===== src/rtl/nx_fifo_rd_stage.sv =====
// Read-side stage: issues credit-limited reads to the FIFO controller and buffers RAM data in a skid buffer.
// Optional stall counter enabled with NX_FIFO_RD_STAGE_PERF_EN.
module nx_fifo_rd_stage #(
  parameter int WIDTH      = 32,
  parameter int RD_LATENCY = 1,
  localparam int BUF_DEPTH = RD_LATENCY + 1,
  localparam int USED_W    = $clog2(BUF_DEPTH + 1)
) (
  input  logic              clk,
  input  logic              rst_n,
  input  logic              clear,
  input  logic              fifo_empty,
  output logic              fifo_ren,
  input  logic [WIDTH-1:0]  ram_rd_data,
  output logic              out_valid,
  input  logic              out_ready,
  output logic [WIDTH-1:0]  out_data,
  output logic [USED_W-1:0] buf_used,
  output logic              overrun_err
`ifdef NX_FIFO_RD_STAGE_PERF_EN
  ,
  output logic [15:0]       stall_cnt
`endif
);

  localparam int PTR_W = (BUF_DEPTH > 1) ? $clog2(BUF_DEPTH) : 1;
  localparam int CNT_W = USED_W + 1;
  localparam logic [CNT_W-1:0]  DEPTH_C  = CNT_W'(BUF_DEPTH);
  localparam logic [USED_W-1:0] FULL_C   = USED_W'(BUF_DEPTH);
  localparam logic [PTR_W-1:0]  LAST_PTR = PTR_W'(BUF_DEPTH - 1);

  logic [RD_LATENCY-1:0] sr_reg;
  logic [RD_LATENCY-1:0] sr_next;
  logic [PTR_W-1:0]      head_reg;
  logic [PTR_W-1:0]      tail_reg;
  logic [USED_W-1:0]     used_reg;
  logic [USED_W-1:0]     used_next;
  logic [WIDTH-1:0]      mem_reg [BUF_DEPTH];
  logic [BUF_DEPTH-1:0]  wr_sel;
  logic                  overrun_reg;
  logic                  pop;
  logic                  arrive;
  logic                  full;
  logic                  write_en;
  logic                  overrun_hit;
  logic [CNT_W-1:0]      inflight;
  logic [CNT_W-1:0]      committed;

  function automatic logic [PTR_W-1:0] ptr_inc(input logic [PTR_W-1:0] p);
    return (p == LAST_PTR) ? '0 : p + 1'b1;
  endfunction

  always_comb begin
    inflight = '0;
    for (int i = 0; i < RD_LATENCY; i++) begin
      inflight = inflight + CNT_W'(sr_reg[i]);
    end
  end

  assign out_valid   = (used_reg != '0);
  assign pop         = out_valid & out_ready;
  assign arrive      = sr_reg[RD_LATENCY-1];
  assign full        = (used_reg == FULL_C);
  assign write_en    = arrive & ~clear & (~full | pop);
  assign overrun_hit = arrive & ~clear & full & ~pop;

  // Credit counts buffered plus in-flight words; a same-cycle pop frees a slot,
  // so out_ready reaches fifo_ren combinationally.
  assign committed = CNT_W'(used_reg) + inflight - CNT_W'(pop);
  assign fifo_ren  = rst_n & ~fifo_empty & ~clear & (committed < DEPTH_C);

  generate
    if (RD_LATENCY == 1) begin : g_sr1
      assign sr_next = fifo_ren;
    end else begin : g_srn
      assign sr_next = {sr_reg[RD_LATENCY-2:0], fifo_ren};
    end
  endgenerate

  generate
    for (genvar gi = 0; gi < BUF_DEPTH; gi++) begin : g_wr_sel
      assign wr_sel[gi] = write_en & (tail_reg == PTR_W'(gi));
    end
  endgenerate

  always_comb begin
    used_next = used_reg;
    unique case ({write_en, pop})
      2'b10:   used_next = used_reg + 1'b1;
      2'b01:   used_next = used_reg - 1'b1;
      default: used_next = used_reg;
    endcase
  end

  always_ff @(posedge clk or negedge rst_n) begin
    if (!rst_n) begin
      sr_reg      <= '0;
      head_reg    <= '0;
      tail_reg    <= '0;
      used_reg    <= '0;
      overrun_reg <= 1'b0;
    end else if (clear) begin
      sr_reg      <= '0;
      head_reg    <= '0;
      tail_reg    <= '0;
      used_reg    <= '0;
      overrun_reg <= 1'b0;
    end else begin
      sr_reg   <= sr_next;
      used_reg <= used_next;
      if (write_en) begin
        tail_reg <= ptr_inc(tail_reg);
      end
      if (pop) begin
        head_reg <= ptr_inc(head_reg);
      end
      if (overrun_hit) begin
        overrun_reg <= 1'b1;
      end
    end
  end

  // Storage is not flushed by clear; only occupancy tracking is.
  always_ff @(posedge clk or negedge rst_n) begin
    if (!rst_n) begin
      for (int i = 0; i < BUF_DEPTH; i++) begin
        mem_reg[i] <= '0;
      end
    end else begin
      for (int i = 0; i < BUF_DEPTH; i++) begin
        if (wr_sel[i]) begin
          mem_reg[i] <= ram_rd_data;
        end
      end
    end
  end

  assign out_data    = mem_reg[head_reg];
  assign buf_used    = used_reg;
  assign overrun_err = overrun_reg;

`ifdef NX_FIFO_RD_STAGE_PERF_EN
  logic [15:0] stall_reg;

  always_ff @(posedge clk or negedge rst_n) begin
    if (!rst_n) begin
      stall_reg <= '0;
    end else if (clear) begin
      stall_reg <= '0;
    end else if (out_valid && !out_ready && (stall_reg != 16'hFFFF)) begin
      stall_reg <= stall_reg + 16'd1;
    end
  end

  assign stall_cnt = stall_reg;
`endif

endmodule


===== config.mk =====
export PLATFORM = sky130hd
export DESIGN_NAME = nx_fifo_rd_stage
export DESIGN_NICKNAME = d
export VERILOG_FILES = /design/src/rtl/nx_fifo_rd_stage.sv
export SDC_FILE = /design/constraint.sdc
export NUM_CORES = 1
export LEC_CHECK = 0
export BUFFER_PORTS_ARGS = -buffer_cell sky130_fd_sc_hd__buf_2
export CELL_PAD_IN_SITES_DETAIL_PLACEMENT = 0
export CELL_PAD_IN_SITES_GLOBAL_PLACEMENT = 2
export CORE_MARGIN = 3
export CORE_UTILIZATION = 30
export DETAILED_ROUTE_END_ITERATION = 8
export GPL_TIMING_DRIVEN = 0
export PLACE_DENSITY = 0.74
export SYNTH_ARGS = -nofsm -noshare
export SYNTH_HDL_FRONTEND = slang
export SYNTH_SLANG_ARGS = --single-unit

===== constraint.sdc =====
create_clock -name clk -period 2 [get_ports clk]
set_clock_uncertainty 0.15 [all_clocks]
set_input_delay 0.1 -clock clk [delete_from_list [all_inputs] [get_ports clk]]
set_output_delay 0.1 -clock clk [all_outputs]
set_load 0.005 [all_outputs]

# ---- After elaboration in Yosys (flattened, before gate mapping)
# Cells that the tools add are included.
dict set report totals {
  reg_bits 70
  in_bits 37
  output_inout_bits 37
  elab_cells 54
}
dict set report classes {
  n_addsub 6
  order_cmp 2
  n_eq_ne 3
  n_mux 14
  bitwise_logic 17
  n_reduce_logical 5
}
# cell count
set op_table {}
lappend op_table {{$mux 32} 3}
lappend op_table {{$and 1x1->1} 10}
lappend op_table {{$mux 1} 9}
lappend op_table {{$reduce_bool 2->1} 4}
lappend op_table {{$not 1->1} 5}
lappend op_table {{$eq 2x2->1 const B} 2}
lappend op_table {{$pmux 2 s2} 1}
lappend op_table {{$add 2x1->3} 1}
lappend op_table {{$lt 3x2->1 const B} 1}
lappend op_table {{$reduce_bool 3->1} 1}
lappend op_table {{$sub 3x1->3} 1}
lappend op_table {{$add 1x1->1 const B} 2}
lappend op_table {{$add 2x1->2 const B} 1}
lappend op_table {{$eq 2x1->1 const B} 1}
lappend op_table {{$ge 2x2->1 const B} 1}
lappend op_table {{$mux 2} 1}
lappend op_table {{$not 1->2} 1}
lappend op_table {{$sub 2x1->2 const B} 1}
lappend op_table {{$or 1x1->1} 1}

# ---- Logic depth before layout (Yosys ltp)
# Gate-level depths: netlist of the first run.
dict set report depth {
  depth_word 7
  mapped_depth 6
}

# ---- Least setup slack after synthesis of the first run
# OpenSTA, ideal clock, no wires.
dict set report synth_path {
  path_kind {register -> register}
  from {register used_reg[1], in the netlist buf_used[1]}
  to {register mem_reg[34] (netlist bit)}
  t_arrival_ns 1.704
  slack_ns 0.021
  stages_incl_launch_ff 6
  n_path_buf 2
  path_cell_list {dfrtp_1 nor3b_4 or4b_4 buf_6 buf_12 mux2_4}
}
dict set report synth_via {
  elab_chain_cells 5
}
# item line
set synth_lines {}
lappend synth_lines {{from (decl)} 36} ;# logic [USED_W-1:0] used_reg;
lappend synth_lines {{from (signal assigned)} 110} ;# used_reg <= used_next;
lappend synth_lines {{$reduce_bool 2->1 / $eq 2x2->1 (equally long branches)} {60, 63}}
lappend synth_lines {{$and 1x1->1 / $not 1->1 (equally long branches)} {61, 64}}
lappend synth_lines {{$or 1x1->1 (*)} 64} ;# assign write_en = arrive & ~clear & (~full | pop);
lappend synth_lines {{$and 1x1->1 (*)} 64}
lappend synth_lines {{$and 1x1->1 (*)} 82} ;# assign wr_sel[gi] = write_en & (tail_reg == PTR_W'(gi));
lappend synth_lines {{to (signal, indexed assignment)} 132} ;# mem_reg[i] <= ram_rd_data;
lappend synth_lines {{to (decl)} 38} ;# logic [WIDTH-1:0] mem_reg [BUF_DEPTH];
# Every way passes the cells marked *; elsewhere a longest branch is shown, timed or not.
# A chain may end at the register's enable or synchronous reset.

# ---- Worst setup path in the final report of the first run
dict set report layout_path {
  from {register sr_reg, in the netlist arrive}
  to {output port fifo_ren}
}
dict set report layout_via {
  elab_chain_cells 4
}
# item line
set layout_lines {}
lappend layout_lines {{from (decl)} 32} ;# logic [RD_LATENCY-1:0] sr_reg;
lappend layout_lines {{from (signal assigned)} 109} ;# sr_reg <= sr_next;
lappend layout_lines {{$add 2x1->3} 69} ;# assign committed = CNT_W'(used_reg) + inflight - CNT_W'(pop);
lappend layout_lines {{$sub 3x1->3} 69}
lappend layout_lines {{$lt 3x2->1} 70} ;# assign fifo_ren = rst_n & ~fifo_empty & ~clear & (committed < DEPTH_C);
lappend layout_lines {{$and 1x1->1} 70}
lappend layout_lines {{to (decl)} 13} ;# output logic fifo_ren,
# No other way between the ends.

==> flow_summary.ini, run 1 <==
[run_status]
outcome = complete, but fails checks
violations = hold timing, setup timing

[critical_path]
crit_path_max_fanout = 2
endpoint_kind = output pin
crit_start = arrive
r2r-start = buf_used[1]
worst_r2r_path_depth = 5
start_kind = register
cp.required_ns = 1.75
timing.rr.end = mem_reg[45]
reg2reg_slack_ns = -0.09
crit_arrival_ns = 2.00
worstSetupPathType = register to output pin

[synth]
synth_common_cells = 70 x dfrtp_1, 67 x mux2_2, 29 x mux2_4, 6 x clkbuf_1, 5 x nor2_1
yosys_warnings = 0
synthCells = 212
postSynth.asyncResetShare_pct = 100.0
synth_edf_count = 0
synth_most_common_cell = dfrtp_1
synth_area_leaders = dfrtp_1 53%, mux2_2 23%, mux2_4 13%, buf_12 1.8%, xor2_1 0.80%
synth-seq-cells = 70
ys_seq_area_share_pct = 53.31
syn_avg_cell_area_um2 = 15.50
yosysUniqueCellTypes = 26
ys.flop_type = dfrtp_1
yosys.area.top_type = dfrtp_1
synth_nets = 250
synth_area_um2 = 3286
yosys.area.top_type_share_pct = 53.31

[clock_tree]
cts.clk_slew.worst_paths_ns = 0.09
tritoncts = done
clock_latency_ns = 0.34
root_buffer = clkbuf_8
cts_max_path_buffers = 2
cts_made_buffers = 9
cts_num_sinks = 70
htreeDepth = 3
hold_buffers = 35

[placement]
placed_area_um2 = 3841
pre_cts_ws_ns = -0.3487
port_buffers = 71
dp_hpwl_um = 4596
place_congestion = 0.6295

[die]
ios = 74
die_x_um = 110.7
die_h_um = 110.7
dieArea_um2 = 12240
initial_core_util_pct = 31.27
core_um2 = 10510
rows = 37

[sta]
timing.hold.ws_ns = -0.5395
tightestPinTransition_ns = 0.4433
max_freq_ghz = 0.4442
min_period_over_period_pct = 112.6
hold_viol_final = 70
setup-violations-final = 57
rsz0062_at_grt = true
slew_viol_final = 0
final.min_clock_period_ns = 2.251
fin_setup_tns_ns = -2.722
setup_ws_ns = -0.2514
slew_headroom_pct = 70.45

[finish]
largest_reg_flops = 64
area_growth_pct = 37.81
stdcell_area_um2 = 4528
antenna_cells = 0
drive_gt1_share_pct = 61.81
finalNetCount = 376

[pwr]
ir_drop_mv = 0.5031
power.total_w = 0.004154
p_leak_nw = 2.205
power.density_nw_per_um2 = 917.5

[global_routing]
antenna_found_initial = 0
first_global_vias = 2357
track_usage_pct = 12.27
grt_overflow = 0
grt_first_pass_wirelength_um = 12080
grt_max_degree = 56

[job]
cap_viol_max_count = 0

[route]
ant_nets = 0
routedWlPerCell_um = 14.90
via_per_inst = 4.547
drc_errors = 0
firstDrtPassIters = 4
num_vias = 2178
totalWireLength_um = 7137
first_iter_violations = 95

[min_path]
hp-class = input port to async pin
kinds of logic (layout without fill, tap and decap cells):
logic type / after synthesis / in the layout / synth area share [%]
buf+inv: 16 / 147 / 3.998
mux: 96 / 96 / 36.21
compound gates: 9 / 9 / 1.599
fa+ha+maj: 1 / 1 / 0.6093
flops: 70 / 70 / 53.31
simple gates: 17 / 17 / 3.465
xor+xnor: 3 / 3 / 0.7998
final cells by class:
| class | count | area (µm²) |
|---|---|---|
| Clock inverter | 5 | 81.33 |
| Clock buffer | 11 | 141.4 |
| Buffer | 13 | 141.4 |
| Multi-Input combinational cell | 126 | 1421 |
| Sequential cell | 70 | 1754 |
| Inverter | 1 | 3.754 |
| Timing Repair Buffer | 117 | 814.5 |
| Tap cell | 136 | 170.2 |
| Fill cell | 1002 | 5981 |
power by group:
group,leakage [nW],internal [W],switching (W),total (W)
clock,0.110,0.000740,0.000557,0.00130
sequential,0.870,0.00171,0.000148,0.00186
combinational,1.23,0.000681,0.000318,0.000998
total,2.21,0.00313,0.00102,0.00415
worst max-delay path: stages, from the launching register on:
cell and delay (ns):
dfrtp_1 0.40, clkbuf_8 0.14, xor2_1 0.14, nand2_1 0.08, fa_1 0.48, nand2_1 0.07
nor4_1 0.21, buf_2 0.15
stage by stage:
| stage | instances | utilization, % |
|---|---|---|
| 3_5_place_dp | 420 | 36.55 |
| 2_1_floorplan | 212 | - |
| 4_1_cts | 480 | 43.18 |
| 6_report | 479 | 43.09 |
| 5_1_grt | 479 | 43.09 |
| 3_3_place_gp | 419 | 36.27 |
worst max path at each step:
stage	slack (ns)	end	depth (start not counted)
2_1_floorplan	0.02	mem_reg[34]	5
3_3_place_gp	-0.35	mem_reg[13]	4
3_5_place_dp	-0.35	mem_reg[29]	4
4_1_cts	-0.30	fifo_ren	7
5_1_grt	-0.39	fifo_ren	7
6_report	-0.25	fifo_ren	7
timing repair:
item                                    CTS  global route
setup buffers                            10             0
endpoints found under the hold margin   138            70
resized for setup                        19             2
pin swaps                                 3             2
cloned                                    0             0
endpoints found under the setup margin   90            67
cell usage in the layout (no fill, tap or decap), types with 2 or more instances in the layout:
| master | instances |
|---|---|
| a21oi_1 | 3 |
| buf_12 | 3 |
| buf_2 | 70 |
| buf_4 | 14 |
| buf_6 | 2 |
| bufinv_16 | 2 |
| clkbuf_1 | 2 |
| clkbuf_4 | 3 |
| clkbuf_8 | 11 |
| dfrtp_1 | 68 |
| dfrtp_2 | 2 |
| dlygate4sd3_1 | 35 |
| mux2_2 | 67 |
| mux2_4 | 29 |
| nand2_1 | 3 |
| nor2_1 | 4 |
| nor4_1 | 2 |
| o21ai_0 | 2 |
| xor2_1 | 3 |
metal layers:
layer	GRT usage, %	share of wire [%]	vias up
met1	16.44	47	1097
li1	-	-	1013
met2	19.17	47	57
met3	3.548	5.0	11
met4	3.941	1.2	0
met5	0	0	-
Power figures use the tool's default switching activity.
==> inputs of run 2 (changes only) <==
--- a/config.mk
+++ b/config.mk
@@ -13,6 +13,7 @@
 export DETAILED_ROUTE_END_ITERATION = 8
 export GPL_TIMING_DRIVEN = 0
 export PLACE_DENSITY = 0.74
+export SETUP_SLACK_MARGIN = 0.15
 export SYNTH_ARGS = -nofsm -noshare
 export SYNTH_HDL_FRONTEND = slang
 export SYNTH_SLANG_ARGS = --single-unit
==> flow_summary.ini, run 2 (synthesized netlist as in run 1, its figures left out) <==
[critical_path]
worstSetupPathType = register to output pin
endpoint_kind = output pin
crit_arrival_ns = 2.00
cp.required_ns = 1.75
crit_path_cell_trace = clkbuf_8 -> xor2_1 -> nand2_1 -> fa_1 -> nand2_2 -> nor4_2 -> buf_2
slowest_stage = fa_1
start_kind = register
crit_path_max_fanout = 2
max_stage_delay_ns = 0.50

[global_routing]
use_met2_pct = 19.30
grt_overflow = 0
met1_usage_pct = 17.98
grt_max_degree = 37
track_usage_pct = 12.80
met3_usage_pct = 3.221
grt_first_pass_wirelength_um = 12520
busiest_layer = met2
first_global_vias = 2395
antenna_found_initial = 0

[route]
num_vias = 2111
drc_errors = 0
first_iter_violations = 101
via_per_inst = 4.362
firstDrtPassIters = 4
ant_nets = 0
totalWireLength_um = 7209
routedWlPerCell_um = 14.89

[sta]
hold_viol_final = 1
setup_ws_ns = -0.2533
slew_headroom_pct = 68.75
timing.hold.ws_ns = -0.07471
setup-violations-final = 63
final.min_clock_period_ns = 2.253
max_freq_ghz = 0.4438
slew_viol_final = 0
min_period_over_period_pct = 112.7
rsz0062_at_grt = true
tightestPinTransition_ns = 0.4662

[clock_tree]
root_buffer = clkbuf_8
tritoncts = done
cts.clk_slew.worst_paths_ns = 0.08
cts_num_sinks = 70
htreeDepth = 3
cts_made_buffers = 9
clock_latency_ns = 0.33
hold_buffers = 39
cts_max_path_buffers = 2

[finish]
fill_cells = 985
layout_common_cells = 70 x buf_2, 69 x dfrtp_1, 67 x mux2_2
fin_cells = 484
layout_commonest_cell = buf_2
largest_reg_flops = 64
finalNetCount = 381
area_growth_pct = 39.22
antenna_cells = 0
drive_gt1_share_pct = 62.07

[min_path]
hp-class = input port to register

[die]
die_x_um = 110.7
rows = 37
die_h_um = 110.7
dieArea_um2 = 12240
initial_core_util_pct = 31.27
ios = 74
core_um2 = 10510

[run_status]
outcome = complete, but fails checks
violations = hold timing, setup timing

[placement]
port_buffers = 71
dp.cells = 420
dp_hpwl_um = 4472
place_congestion = 0.6513

[pwr]
power.total_w = 0.003911
ir_drop_mv = 0.3427
p_leak_nw = 2.220
power.density_nw_per_um2 = 855.0

[job]
cap_viol_max_count = 0
==> run 2: cell count changes in the layout (fill, tap and decap cells not counted), sizes merged <==
cell	before	now
buf	90	96
clkbuf	16	13
bufinv	2	0
dlygate4sd3	35	37
clkinv	1	2
clkinvlp	1	2
==> run 2: metal layers <==
metal,vias to the layer above,routed length (µm)
li1,1021,-
met1,1032,3719
met2,52,3126
met3,6,298
met4,0,65
met5,-,0
==> run 2: power by group <==
group / total, W / switching [W] / internal [W]
combinational: 0.00102 / 0.000323 / 0.000694
clock: 0.00104 / 0.000551 / 0.000485
sequential: 0.00186 / 0.000147 / 0.00171
total: 0.00391 / 0.00102 / 0.00289
==> run 2: cell type report <==
class	instances	area, µm²	share of cell area, %
sequential	70	1753	38.32
multi-input combinational	126	1430	31.26
timing repair buffer	120	855.8	18.71
buffer	15	186.4	4.075
tap	136	170.2	3.720
clock buffer	11	141.4	3.091
clock inverter	5	33.78	0.7385
inverter	1	3.754	0.08206
==> run 2: critical path, delay by kind of cell, from the launching register on <==
family        cells  cell delay [ns]
fa+ha+maj         1             0.50
simple gates      3             0.34
buf+inv           2             0.29
xor+xnor          1             0.14
flops             1             0.39
==> run 2: worst paths after layout <==
| check | slack (ns) | endpoint | start | cells past startpoint |
|---|---|---|---|---|
| worst max-delay path | -0.25 | fifo_ren | arrive | 7 |
| worst min-delay path | -0.07 | arrive | rst_n | 3 |
| worst max register to register | -0.12 | mem_reg[55] | buf_used[1] | 6 |
| worst min register to register | 0.36 | mem_reg[26] | mem_reg[26] | 1 |
| max in group asynchronous | 0.92 | buf_used[1] | rst_n | 5 |
| min in group asynchronous | 0.31 | mem_reg[60] | rst_n | 4 |
==> run 2: what timing repair did <==
action / in CTS / in global routing
pin swaps: 2 / 2
buffers inserted: 9 / 0
resized for setup: 23 / 6
setup endpoints to repair: 92 / 96
hold endpoints to repair: 138 / 1
==> run 2: per-stage QoR <==
| step | TNS (ns) | hold WS (ns) | instance area, µm² | setup slack [ns] | util, % |
|---|---|---|---|---|---|
| 2_1_floorplan | 0 | -0.3456 | 3287 | 0.05304 | - |
| 3_3_place_gp | -12.29 | 0.1356 | 3812 | -0.3378 | 36.28 |
| 3_5_place_dp | -12.09 | -0.05205 | 3835 | -0.3450 | 36.49 |
| 4_1_cts | -5.925 | -0.08376 | 4562 | -0.3148 | 43.41 |
| 5_1_grt | -9.533 | -0.07493 | 4574 | -0.3778 | 43.53 |
| 6_report | -5.761 | -0.07471 | 4574 | -0.2533 | 43.53 |
